[src/rtl/mem_bus_decoder.sv]
// Bridges the picorv32 native memory port to one RAM controller and one IO port.
// Each request is registered, decoded, handed to one slave, and answered with a registered response.
module mem_bus_decoder #(
    parameter logic [31:0] RAM_BASE = 32'h0000_0000,
    parameter logic [31:0] RAM_SIZE = 32'h0002_0000,
    parameter logic [31:0] IO_BASE  = 32'h1000_0000,
    parameter logic [31:0] IO_SIZE  = 32'h0000_1000,
    parameter int unsigned TIMEOUT  = 16
) (
    input  logic        clk,
    input  logic        reset,
    input  logic        cpu_mem_valid,
    input  logic        cpu_mem_instr,
    input  logic [3:0]  cpu_mem_wstrb,
    input  logic [31:0] cpu_mem_addr,
    input  logic [31:0] cpu_mem_wdata,
    output logic        cpu_mem_ready,
    output logic [31:0] cpu_mem_rdata,
    output logic        ram_enable,
    output logic        ram_valid,
    output logic        ram_instr,
    output logic [3:0]  ram_wstrb,
    output logic [31:0] ram_addr,
    output logic [31:0] ram_wdata,
    input  logic        ram_ready,
    input  logic [31:0] ram_rdata,
    output logic        io_valid,
    output logic [3:0]  io_wstrb,
    output logic [31:0] io_addr,
    output logic [31:0] io_wdata,
    input  logic        io_ready,
    input  logic [31:0] io_rdata,
    output logic        bus_error,
    output logic [31:0] err_addr,
    output logic [7:0]  err_count
);

    typedef enum logic [1:0] {IDLE, ACCESS, RESP} state_t;
    typedef enum logic [1:0] {TGT_RAM, TGT_IO, TGT_ERR} target_t;

    localparam int unsigned CNT_W = $clog2(TIMEOUT);
    localparam logic [CNT_W-1:0] CNT_LAST = CNT_W'(TIMEOUT - 1);

    state_t           state_q, state_nxt;
    target_t          target_q, target_d;
    logic [31:0]      addr_q, wdata_q, rdata_q, err_addr_q;
    logic [3:0]       wstrb_q;
    logic             instr_q, err_q;
    logic [CNT_W-1:0] cnt_q;
    logic [7:0]       err_count_q, err_count_inc;
    logic             in_ram, in_io, slave_ready, timeout_hit;
    logic [31:0]      slave_rdata;

    // Offset compare wraps below BASE and cannot overflow when BASE+SIZE = 2^32.
    assign in_ram = (cpu_mem_addr - RAM_BASE) < RAM_SIZE;
    assign in_io  = (cpu_mem_addr - IO_BASE) < IO_SIZE;

    // NOTE: every signal written in always_comb gets a default first so no latch is inferred.
    always_comb begin
        target_d = TGT_ERR;
        if (in_ram)
            target_d = TGT_RAM;
        else if (in_io && !cpu_mem_instr)
            target_d = TGT_IO;
    end

    always_comb begin
        slave_ready = 1'b0;
        slave_rdata = '0;
        if (target_q == TGT_RAM) begin
            slave_ready = ram_ready;
            slave_rdata = ram_rdata;
        end else if (target_q == TGT_IO) begin
            slave_ready = io_ready;
            slave_rdata = io_rdata;
        end
    end

    assign timeout_hit   = (cnt_q == CNT_LAST);
    assign err_count_inc = (err_count_q == 8'hFF) ? 8'hFF : err_count_q + 8'd1;

    always_comb begin
        state_nxt = state_q;
        case (state_q)
            IDLE:    if (cpu_mem_valid) state_nxt = (target_d == TGT_ERR) ? RESP : ACCESS;
            ACCESS:  if (slave_ready || timeout_hit) state_nxt = RESP;
            RESP:    state_nxt = IDLE;
            default: state_nxt = IDLE;
        endcase
    end

    // NOTE: sequential state uses non-blocking assignments so every register samples pre-edge values.
    always_ff @(posedge clk) begin
        if (reset) state_q <= IDLE;
        else       state_q <= state_nxt;
    end

    // NOTE: only control and datapath registers here; reset is synchronous, so it takes effect on the next edge.
    always_ff @(posedge clk) begin
        if (reset) begin
            target_q    <= TGT_ERR;
            addr_q      <= '0;
            wstrb_q     <= '0;
            wdata_q     <= '0;
            instr_q     <= 1'b0;
            cnt_q       <= '0;
            rdata_q     <= '0;
            err_q       <= 1'b0;
            err_addr_q  <= '0;
            err_count_q <= '0;
        end else begin
            case (state_q)
                IDLE: if (cpu_mem_valid) begin
                    addr_q   <= cpu_mem_addr;
                    wstrb_q  <= cpu_mem_wstrb;
                    wdata_q  <= cpu_mem_wdata;
                    instr_q  <= cpu_mem_instr;
                    target_q <= target_d;
                    cnt_q    <= '0;
                    rdata_q  <= '0;
                    err_q    <= (target_d == TGT_ERR);
                    if (target_d == TGT_ERR) begin
                        err_addr_q  <= cpu_mem_addr;
                        err_count_q <= err_count_inc;
                    end
                end
                ACCESS: begin
                    // Ready on the last counted cycle still wins over the timeout.
                    if (slave_ready) begin
                        rdata_q <= (wstrb_q == 4'b0000) ? slave_rdata : '0;
                        err_q   <= 1'b0;
                    end else if (timeout_hit) begin
                        rdata_q     <= '0;
                        err_q       <= 1'b1;
                        err_addr_q  <= addr_q;
                        err_count_q <= err_count_inc;
                    end else begin
                        cnt_q <= cnt_q + CNT_W'(1);
                    end
                end
                default: ;
            endcase
        end
    end

    assign cpu_mem_ready = (state_q == RESP);
    assign cpu_mem_rdata = rdata_q;
    assign bus_error     = (state_q == RESP) && err_q;
    assign err_addr      = err_addr_q;
    assign err_count     = err_count_q;

    // The RAM writes on any nonzero strobe, so strobes are gated by the select.
    assign ram_enable = (state_q == ACCESS) && (target_q == TGT_RAM);
    assign ram_valid  = ram_enable;
    assign ram_instr  = instr_q;
    assign ram_wstrb  = ram_enable ? wstrb_q : 4'b0000;
    assign ram_addr   = addr_q - RAM_BASE;
    assign ram_wdata  = wdata_q;

    assign io_valid = (state_q == ACCESS) && (target_q == TGT_IO);
    assign io_wstrb = io_valid ? wstrb_q : 4'b0000;
    assign io_addr  = addr_q - IO_BASE;
    assign io_wdata = wdata_q;

endmodule

[config.mk]
export PLATFORM = sky130hd
export DESIGN_NAME = mem_bus_decoder
export DESIGN_NICKNAME = d
export VERILOG_FILES = /design/src/rtl/mem_bus_decoder.sv
export SDC_FILE = /design/constraint.sdc
export NUM_CORES = 1
export LEC_CHECK = 0
export ABC_AREA = 1
export BUFFER_PORTS_ARGS = -buffer_cell sky130_fd_sc_hd__clkbuf_2
export CORE_AREA = 2 2 135 137
export CTS_CLUSTER_DIAMETER = 60
export DETAILED_ROUTE_END_ITERATION = 6
export DIE_AREA = 0 0 137 139
export PLACE_DENSITY = 0.72
export SLEW_MARGIN = 20
export SYNTH_ARGS = -nofsm -noshare
export SYNTH_HDL_FRONTEND = slang
export SYNTH_SLANG_ARGS = --single-unit
[constraint.sdc]
create_clock -name clk -period 1.85 [get_ports clk]
set_input_delay 0.0925 -clock clk [delete_from_list [all_inputs] [get_ports clk]]
set_output_delay 0.0925 -clock clk [all_outputs]
set_load 0.1 [all_outputs]
==> metrics <==
setup slack on the worst flop-to-flop path=170 ps; Final Power=13.1 mW; Post-Route WL=25.2 mm; Detailed Route Iter0 Violations=around 540; startpoint of the most critical hold path=ram_rdata[22]; cell family with most CP delay=buffers and inverters; Buffers on Ports=351; fin nets=1511; kind of end point of the critical path=primary output; Synth Net Count=1165; FFs w/ async S/R, synth=0%; number of standard cells in the final layout excluding fillers=~1600; power per unit of standard cell area=1250 nW/um2; net switching fraction of the power=47.4%; source-to-sink clock delay at the later pin of the worst-skew pair=between 400 and 500 ps; WHS Path Cells=5; CTS tree=built; worst setup slack after placement=50.0 ps; Clock Power Share=between 20% and 30%; leading cell type by number of instances after synthesis=nand2_1; Chip Width=approximately 140 um; Post-synth top cells=nand2_1, nor2_1, dfxtp_1; Synth Area in Compound Gates=13.3%; worst-case reg-to-reg path depth=9; synthesized instance count=roughly 1000; CTS clock-pin slew for the worst setup and hold paths=60 ps; TritonCTS buffer count=17; Synth top area share=a little over two fifths; worst stage delay on the critical path=330 ps; buffering stage count on the worst path with inverters included=4; CP max FO=4; Final HPWL DP=approximately 17 mm; multiplexer share of the synthesized area=0%; CP Cell Sequence=inv_4, buf_6, nand2_4, nor2_4, clkinvlp_4, nor2_4, buf_12; worst hold-check path type=in -> reg; average via count per standard cell=4.93; main combinational cell family by area after synthesis=simple AND/OR/NAND/NOR gates; buffer type at the clock tree root=clkbuf_16; setup repair after global routing missed its margin=yes; critical path launch point type=register; Critical R2R Launch=target_q[1]; cell area after placement=8980 um2; CP startpoint=target_q[1]; worst slew pin tran=610 ps; synth top area cells=dfxtp_1, nand2_1, nand3_1; synthesized flop and latch total=150; setup violation total in the final timing report=0; predominant post-synthesis flop cell=dfxtp_1; number of flops mapped to enable cells by yosys=0; Avg Cell Area, Syn=6.88 um2; crit share post-route=a little over nine tenths; aggregate global routing overflow=0; first-pass GRT wire length=approximately 40 mm; pin count of the biggest net entering global routing=47; area share of and/or/nand/nor cells after synthesis=29.9%; Final GP Congestion=0.885; internal power summed over all cells=6.88 mW; buffer levels on the longest clock path=2; maximum ir drop on the vdd rail=0.000854 V; number of pins with negative max-slew slack in the final report=0; growth of design area from synthesis to finish=49.0%; time the worst path needs with I/O delays and setup=1820 ps; maximum level of the CTS H-tree=4; share of the yosys chip area belonging to registers=42.6%; Unique masters post-synth=26; Critical Path Slowest Stage Cell=dfxtp_2; status=finished, final reports clean; dominant cell type by count on the critical path=nor2_4; number of global-route vias before repair=7449; share of final-layout standard cells stronger than drive strength 1=34.6%; WL/cell=~16 um; Net Switching=approximately 6.2 mW; Inserted Diodes=0; CP Data Required Time=1760 ps; number of placed cells counting well taps=1502; area share of xor/xnor cells in the synthesized design=0.497%; number of hold violations in the final report=0; reported max-cap violation count=0; number of optimization iterations in the first detailed-route pass=7; die outline height=139 um; total core area=between 15000 and 20000 um2; DIE AREA=19000 um2; count of antenna-violating nets left after detailed routing=0; Critical Setup Path Class=reg -> out; I/O Pins=352; Pleak=5.12 nW; area leader, netlist=dfxtp_1; Worst R2R End=err_addr[16]; Core Util, Final=59.4%; number of clock sinks=150; final total negative setup slack=0 ps; clk_skew=10.9 ps; summed area of non-filler cells in the final layout=10500 um2; fraction of power consumed by combinational cells=42.3%; share of synthesized cell area in full adder, half adder and majority cells=0.533%; relative contribution of sequential cells to total power=a little under 30%; number of antenna violations at the first check in global routing=0; initial core utilization=39.9%; post-detailed-route DRC marker count=0; arrival time at the worst endpoint=1730 ps; maximum operating frequency=0.549 GHz; WHS=20.2 ps; post-synthesis cell area=approximately 7000 um2; gr usage total=between 20% and 30%; worst rel slew slack=a little under 60%; cell row count=49; Hold EP=cpu_mem_rdata[22]; synth warn=0; PnR worst setup slack=29.8 ps; via count=between 7000 and 8000
## tightest hold or removal path, delay by kind of cell
family	cells	cell delay (ps)
AND/OR/NAND/NOR	3	170
buffers and inverters	1	80
AO/OA/AOI/OAI	1	50
## per-layer routing
layer	GRT usage [%]	part of all wire (%)	up-vias
met4	9.33	2.5	0
met5	0	0	-
met1	33.3	42	3636
li1	-	-	3961
met2	42.6	49	313
met3	5.45	5.9	42
## layout make-up
type | instances | area, um2
clock inverters | 12 | 171
fillers | 1613 | 7160
repair buffers | 457 | 3050
clock buffers | 20 | 458
well taps | 229 | 287
multi-input cells | 702 | 3320
inverters | 42 | 178
flip-flops and latches | 150 | 3030
## what timing repair did
item	4_1_cts	5_1_grt
setup buffers	3	8
resized for setup	9	18
gates cloned	1	1
endpoints found under the hold margin	65	0
setup endpoints to repair	8	82
pin swaps	2	6
hold buffers	65	0
## sequential cells by signal (all words and copies together), names as in the netlist
register and count:
addr_q 32, cnt_q 4, cpu_mem_rdata 32, err_addr 32, err_count 8, err_q 1, io_wdata 32, ram_instr 1
state_q 2, target_q 2, wstrb_q 4
## power groups by stage
| stage | combinational [mW] | sequential, mW | clock [mW] |
|---|---|---|---|
| after floorplan | 2.49 | 5.89 | 0 |
| after global placement | 5.29 | 3.85 | 0 |
| after detailed placement | 5.30 | 3.86 | 0 |
| after CTS | 5.43 | 3.80 | 3.79 |
| after global routing | 5.75 | 3.84 | 3.93 |
| final | 5.53 | 3.80 | 3.73 |
## worst max path at each step
stage                            end  slack, ps  cells past startpoint
detailed placement  cpu_mem_rdata[4]         50                      9
global route             io_wstrb[3]        -30                      7
finish                   io_wstrb[3]         30                      7
global placement    cpu_mem_rdata[6]        140                      9
floorplan               ram_wstrb[1]       -370                      6
CTS                      io_wstrb[0]          6                      7
## cells by family (layout without fill, tap and decap cells)
kind of cell               count (synthesis)  count (layout)
xor gates and xnor gates                   4               4
DFF                                      150             150
and+or+nand+nor                          509             509
adders and majority gates                  3               3
AOI/OAI and AO/OA                        186             186
buffers and inverters                    172             531
## placed cells by master (no fill, tap or decap), types with 2 or more instances in the layout
cell type and count:
clkbuf_2 338, nand2_1 219, nor2_1 139, dfxtp_1 137, nand3_1 118, a21oi_1 89, o21ai_0 81, dlygate4sd3_1 65
inv_1 30, buf_4 28, buf_12 20, clkbuf_16 19, nor2_4 12, o21ai_1 11, dfxtp_2 8, inv_2 6
clkinvlp_4 5, dfxtp_4 5, o22ai_1 4, nor2_2 4, clkinv_2 4, bufinv_16 4, inv_4 3, xor2_4 2
nand2_8 2, nand2_4 2, nor3_1 2, nand4_1 2, or2_2 2, xnor2_1 2, ha_1 2, clkbuf_1 2
inv_6 2, buf_6 2
Note: power is estimated with default switching activity, not from simulation.
